[src/rtl/sdram_dmem_reader.sv]
// sdram_dmem_reader: copies SDRAM words [start_addr..end_addr] from the read FIFO into byte-wide DMEM.
// Latency: start -> REQ -> (grant) LOAD -> STREAM; each popped word gives two DMEM byte writes, low byte first.
// Backpressure: pops stall while fifo_empty=1 or trxn_grant=0; at most one pop every two cycles.
module sdram_dmem_reader #(
  parameter int SDRAM_A_LEN = 25,
  parameter int DMEM_A_LEN  = 14,
  parameter int DATA_W      = 16
) (
  input  logic                   ref_clk,
  input  logic                   rst,
  input  logic                   start,
  input  logic [SDRAM_A_LEN-1:0] start_addr,
  input  logic [SDRAM_A_LEN-1:0] end_addr,
  input  logic [DMEM_A_LEN-1:0]  dmem_base,
  output logic                   trxn_req,
  input  logic                   trxn_grant,
  output logic                   busy,
  output logic                   done,
  output logic                   err,
  output logic                   rd_load,
  output logic [SDRAM_A_LEN-1:0] rd_addr,
  output logic                   fifo_rd,
  input  logic                   fifo_empty,
  input  logic [DATA_W-1:0]      fifo_rd_data,
  output logic [DMEM_A_LEN-1:0]  dmem_addr,
  output logic [7:0]             dmem_wr_data,
  output logic                   dmem_wren
);

  typedef enum logic [2:0] {S_IDLE, S_REQ, S_LOAD, S_STREAM, S_DONE} state_t;

  state_t                 state_q;
  logic                   trxn_req_q, busy_q, done_q, err_q, rd_load_q;
  logic [SDRAM_A_LEN-1:0] rd_addr_q;
  // One extra bit so a full-range transfer (2^SDRAM_A_LEN words) is representable.
  logic [SDRAM_A_LEN:0]   words_left_q, words_left_d;
  logic [DMEM_A_LEN-1:0]  ptr_q, ptr_d;
  logic [7:0]             hold_q, hold_d;
  logic                   rd_del_q, hi_pend_q;
  logic                   accept, pop, byte_wr;

  // A start is taken only from IDLE and only for a non-inverted range.
  assign accept  = (state_q == S_IDLE) && start && (end_addr >= start_addr);
  // Pops are spaced by rd_del_q so the low-byte cycle never overlaps a new FIFO read.
  assign pop     = (state_q == S_STREAM) && trxn_grant && !fifo_empty &&
                   (words_left_q != '0) && !rd_del_q;
  assign byte_wr = rd_del_q || hi_pend_q;

  assign fifo_rd      = pop;
  assign dmem_wren    = byte_wr;
  assign dmem_addr    = ptr_q;
  // Low byte comes straight from the FIFO output in the cycle after the pop; high byte from hold.
  assign dmem_wr_data = rd_del_q ? fifo_rd_data[7:0] : hold_q;

  assign trxn_req = trxn_req_q;
  assign busy     = busy_q;
  assign done     = done_q;
  assign err      = err_q;
  assign rd_load  = rd_load_q;
  assign rd_addr  = rd_addr_q;

  // Next-state for the word counter, DMEM pointer and high-byte hold register.
  always_comb begin
    words_left_d = words_left_q;
    ptr_d        = ptr_q;
    hold_d       = hold_q;
    if (accept) begin
      words_left_d = {1'b0, end_addr} - {1'b0, start_addr} + (SDRAM_A_LEN+1)'(1);
      ptr_d        = dmem_base;
    end else begin
      if (pop)     words_left_d = words_left_q - (SDRAM_A_LEN+1)'(1);
      if (byte_wr) ptr_d        = ptr_q + DMEM_A_LEN'(1);
    end
    if (rd_del_q) hold_d = fifo_rd_data[15:8];
  end

  // Datapath registers: counter, pointer (wraps naturally), hold and the two byte-phase flags.
  always_ff @(posedge ref_clk or posedge rst) begin
    if (rst) begin
      words_left_q <= '0;
      ptr_q        <= '0;
      hold_q       <= '0;
      rd_del_q     <= 1'b0;
      hi_pend_q    <= 1'b0;
    end else begin
      words_left_q <= words_left_d;
      ptr_q        <= ptr_d;
      hold_q       <= hold_d;
      rd_del_q     <= pop;
      hi_pend_q    <= rd_del_q;
    end
  end

  // Control FSM with registered status/handshake outputs.
  always_ff @(posedge ref_clk or posedge rst) begin
    if (rst) begin
      state_q    <= S_IDLE;
      trxn_req_q <= 1'b0;
      busy_q     <= 1'b0;
      done_q     <= 1'b0;
      err_q      <= 1'b0;
      rd_load_q  <= 1'b0;
      rd_addr_q  <= '0;
    end else begin
      done_q    <= 1'b0;
      err_q     <= 1'b0;
      rd_load_q <= 1'b0;
      case (state_q)
        S_IDLE: begin
          if (accept) begin
            state_q    <= S_REQ;
            rd_addr_q  <= start_addr;
            trxn_req_q <= 1'b1;
            busy_q     <= 1'b1;
          end else if (start) begin
            err_q <= 1'b1;
          end
        end
        S_REQ: begin
          if (trxn_grant) begin
            state_q   <= S_LOAD;
            rd_load_q <= 1'b1;
          end
        end
        S_LOAD: begin
          state_q <= S_STREAM;
        end
        S_STREAM: begin
          // Finish only once every popped word has had both its bytes written.
          if ((words_left_q == '0) && !rd_del_q && !hi_pend_q) begin
            state_q    <= S_DONE;
            done_q     <= 1'b1;
            trxn_req_q <= 1'b0;
          end
        end
        S_DONE: begin
          state_q <= S_IDLE;
          busy_q  <= 1'b0;
        end
        default: begin
          state_q <= S_IDLE;
        end
      endcase
    end
  end

endmodule

[config.mk]
export PLATFORM = sky130hd
export DESIGN_NAME = sdram_dmem_reader
export DESIGN_NICKNAME = d
export VERILOG_FILES = /design/src/rtl/sdram_dmem_reader.sv
export SDC_FILE = /design/constraint.sdc
export NUM_CORES = 1
export LEC_CHECK = 0
export BUFFER_PORTS_ARGS = -buffer_cell sky130_fd_sc_hd__clkbuf_2
export CORE_ASPECT_RATIO = 2
export CORE_UTILIZATION = 55
export CTS_CLUSTER_DIAMETER = 40
export CTS_CLUSTER_SIZE = 14
export DETAILED_ROUTE_END_ITERATION = 10
export GPL_TIMING_DRIVEN = 0
export PLACE_DENSITY = 0.81
export SYNTH_ARGS = -nofsm -noshare
export SYNTH_HDL_FRONTEND = slang
export SYNTH_SLANG_ARGS = --single-unit
export TNS_END_PERCENT = 1
[constraint.sdc]
create_clock -name ref_clk -period 2.64 [get_ports ref_clk]
set_input_delay 0.264 -clock ref_clk [delete_from_list [all_inputs] [get_ports ref_clk]]
set_output_delay 0.264 -clock ref_clk [all_outputs]
set_load 0.01 [all_outputs]
Word level (Yosys, flattened, before mapping):

Cells that the tools add are included.

* bits in registers: 83

* multiplexer cells: 20
* eq/ne operators: 7
* add/subtract/negate cells: 4
* reduce and logical (&&, ||, !) cells: 23
* $lt $le $gt $ge: 1

Operators with widths (number)
* 2-to-1 mux 26 bit: 2
* 2-to-1 mux 14 bit: 2
* adder 26 x 1 -> 26 bit (second input constant): 1
* zero test 26 bit: 1
* nonzero test 26 bit: 1
* subtractor 25 x 25 -> 26 bit: 1
* subtractor 26 x 1 -> 26 bit (second input constant): 1
* greater-or-equal comparator 25 bit: 1
* adder 14 x 1 -> 14 bit (second input constant): 1
* one-hot mux 3 bit (4 select lines): 1
* 2-to-1 mux 1 bit: 9
* 2-to-1 mux 3 bit: 3
* logical AND 1 bit: 8
* 2-to-1 mux 8 bit: 1
* nonzero test 2 bit: 4
* equality test 3 x 2 -> 1 bit (second input constant): 2
* AND reduction 3 bit: 2
* inequality test 2 bit (second input constant): 2
* one-hot mux 1 bit (2 select lines): 2
* AND reduction 2 bit: 2
* equality test 3 x 1 -> 1 bit (second input constant): 1
* equality test 3 bit (second input constant): 1
* zero test 1 bit: 3
* zero test 3 bit: 1
* 2 further kinds: 2

Logic depth before layout (Yosys ltp):

* depth in word-level cells: 7
* gate-level depth with buffers: 13

Worst setup path after synthesis:

OpenSTA, ideal clock, no wires.

* kind: input -> register
* start point: in start_addr[1]
* end point: reg words_left_q[25]
* path slack: -0.479 ns
* required time: 2.516 ns
* stages: 12
* buffers on the path: 0
* arrival: 2.995 ns
* library setup time: 0.124 ns
* cell sequence: inv_1 ha_1 inv_1 ha_1 fa_1 a211o_1 a2111oi_4 o31a_2 a211oi_2 o311a_1 o21a_1 o31a_1

* longest elaborated chain between the ends: 3

Ends and longest elaborated chain
* from (decl): line 12 `input logic [SDRAM_A_LEN-1:0] start_addr,`
* subtractor 25 x 25 -> 26 bit or greater-or-equal comparator 25 bit (tied branches): line 68, 43
* adder 26 x 1 -> 26 bit or logical AND 1 bit (tied branches): line 68, 43
* 2-to-1 mux 26 bit or nonzero test 2 bit (tied branches)
* to (signal assigned): line 86 `words_left_q <= words_left_d;`
* to (decl): line 36 `logic [SDRAM_A_LEN:0] words_left_q, words_left_d;`

Several ways; a longest one is shown, not always the timed one.
A chain may end at the register's enable or synchronous reset.

Worst setup path in the final report:

* start point: in end_addr[1]
* end point: reg words_left_q[25]

* longest elaborated chain between the ends: 3

Ends and longest elaborated chain
* from (decl): line 13 `input logic [SDRAM_A_LEN-1:0] end_addr,`
* subtractor 25 x 25 -> 26 bit or greater-or-equal comparator 25 bit (tied branches): line 68, 43
* adder 26 x 1 -> 26 bit or logical AND 1 bit (tied branches): line 68, 43
* 2-to-1 mux 26 bit or nonzero test 2 bit (tied branches)

Several ways; a longest one is shown, not always the timed one.

==> metrics.txt <==
Final nets 1,002; CP startpoint end_addr[1]; worst path arrival time 3.04 ns; synthesized instance count 690; Clock Power Share 0.249; DIE WIDTH 76.0 um; number of distinct library cells after synthesis 69; switching share of total power 0.371; root buf cell clkbuf_16; DRC Markers 0; die height 150 um; Min-Delay Path Class primary input to flip-flop; Total Wirelength 16.4 mm; Routed Antenna Nets 0; grt ovf 0; DP Worst Slack -0.811 ns; max cap viols 0; CTS tree built; clock tree buffer depth 2; combinational share of power 0.388; worst-margin pin slew 0.951 ns; Crit path required time 2.87 ns; CP startpoint kind primary input; cts bufs inserted 9; antenna violations before repair 0; hpwl dp 12.9 mm; RR Startpoint words_left_q[4]; fin crit period 2.81 ns; die area 11,400 sq um; post-synthesis net count 840; Slew Viols, Final 0; unrepaired setup endpoints after global routing true; relative slew slack 0.357; Reg clk slew, reported paths 0.06 ns; Post-Syn Area 6020 sq um; GRT Overall Usage 0.295; hold slack 0.124 ns; core area 10,600 sq um; top_reg_cell synth dfrtp_1; Final GP Congestion 0.886; total internal power 0.00371 W; final setup fails 3; met3 wire len 712 um; NetSw 0.00218 W; FMAX 0.355 GHz; P_leak 3.77 nW; worst setup path class primary input to flip-flop; via count 5,641; most common cell after layout, fill and taps aside clkbuf_2; # IOs 139; worst setup margin -0.174 ns; status complete, but fails checks; Hold Vio Cnt, Final 0; clk_skew 0.00678 ns; Sequential Power Share 0.362; P per Cell Area 792 nW/um^2; largest net degree at the start of global routing 48; Layout area overhead 23.4%; wl on met1 5.80 mm; Rows 53; DRT Pass-1 Iters 5; final core utilization 0.700; DRT iter0 DRCs 318; Design Power 0.00589 W; H-Tree Depth 3; worst-path maximum fanout 3; number of synthesized flops with an enable pin 0; most frequent cells in the layout 144 x clkbuf_2, 104 x nand2_1, 83 x dfrtp_1; worst vdd ir 0.484 mV; vias in the first global route 5,791; failing checks negative setup slack; final period utilization 1.07; ys async rst share 1.00; top layer in use met4; yosys warns 0; met2 WL 9.38 mm; Initial Utilization 0.567; nature of the critical path endpoint flip-flop; clock sink total 83; syn avg cell area 8.73 sq um; port bufs 138; hold path startpoint fifo_rd_data[15]; sequential share of the synthesized area 0.345; fraction of layout cells with a size suffix above 1 0.240; global-route wire length before repair 26.4 mm; Seq cells post-synth 83; routed length per instance 16.5 um; Worst-Skew Late Latency 0.34 ns; number of diodes 0; Via density 5.68
==> synthesized netlist by cell type, types with 4 or more instances <==
cell type    n  area [sq um]
a211oi_1     6          45.0
a21o_1       6          45.0
a21oi_1     47           235
a31oi_1      9          56.3
and2_1       4          25.0
and3_1       7          43.8
clkbuf_1    18          67.6
dfrtp_1     83          2080
fa_1        12           240
ha_1        53           663
inv_1       53           199
mux2i_1      8          80.1
nand2_1    104           390
nand2b_1    12          75.1
nand3_1     13          65.1
nand3b_1     5          37.5
nand4_1     15          93.8
nor2_1      49           184
nor2b_1      4          25.0
nor3_1      12          60.1
nor4_1       5          31.3
o211ai_1     4          30.0
o21ai_0     47           235
o21bai_1     4          30.0
or4_1        5          37.5
xnor2_1     25           219
xor2_1      27           236
==> state kept, by name, summed over array words and instances, names as in the netlist <==
signal,cells
busy,1
dmem_addr,14
done,1
err,1
hi_pend_q,1
hold_q,8
rd_addr,25
rd_del_q,1
rd_load,1
state_q,3
trxn_req,1
words_left_q,26
==> logic make-up after synthesis <==
family                   Yosys count  share of synthesized area
flip-flops                        83                      0.345
multiplexers                       8                     0.0133
AND/OR/NAND/NOR                  252                      0.204
buffers and inverters             77                     0.0528
AO/OA/AOI/OAI                    153                      0.159
adder cells (fa/ha/maj)           65                      0.150
XOR/XNOR                          52                     0.0756
==> repair_timing <==
action                                  CTS  global route
pin swaps                                14            11
gates resized for setup                  13            21
hold endpoints to repair                 36             0
endpoints found under the setup margin   17            65
hold buffers                              1             0
setup buffers                             9             2
==> cell type report <==
| type | instances | area (sq um) |
|---|---|---|
| fill | 856 | 3180 |
| sequential | 83 | 2080 |
| clock inverter | 4 | 97.6 |
| timing repair buffer | 151 | 817 |
| tap | 137 | 171 |
| buffer | 23 | 119 |
| inverter | 54 | 205 |
| clock buffer | 12 | 246 |
| multi-input combinational | 530 | 3700 |
==> worst paths after layout <==
kind / end / slack (ns) / depth (start not counted)
setup / recovery: words_left_q[25] / -0.17 / 12
hold / removal: hold_q[7] / 0.12 / 3
setup reg to reg: words_left_q[21] / 0.10 / 7
hold reg to reg: hi_pend_q / 0.38 / 0
max in group asynchronous: words_left_q[15] / 1.54 / 4
min in group asynchronous: words_left_q[2] / 0.50 / 3
==> critical path, cell delays in order <==
cell and delay (ns):
clkbuf_2 0.11, ha_4 0.28, inv_2 0.04, ha_4 0.17
fa_2 0.35, a211o_1 0.35, a2111oi_4 0.35, o31a_2 0.25
a211oi_4 0.08, o311a_1 0.39, o21a_1 0.18, o31a_1 0.23
==> power by group through the flow <==
stage,logic [W],clock network [W],registers [W]
after detailed placement,0.00220,0,0.00214
final,0.00229,0.00147,0.00213
after global routing,0.00252,0.00153,0.00219
after CTS,0.00226,0.00148,0.00212
after floorplan,0.00142,0,0.00217
after global placement,0.00210,0,0.00210
==> metrics by stage <==
stage | TNS (ns) | cell area [sq um] | instances
CTS | -0.582 | 7380 | 992
finish | -0.382 | 7430 | 994
global placement | -66.93 | 6890 | 965
detailed placement | -19.99 | 6920 | 966
global route | -0.582 | 7430 | 994
floorplan | -0.807 | 6020 | 690
==> per-layer routing <==
metal  vias to the layer above  GRT usage
li1                       2698          -
met2                       223      0.589
met1                      2679      0.284
met3                        41     0.0439
met5                         -          0
met4                         0      0.160
No activity file was read; power rests on OpenSTA's default activity.
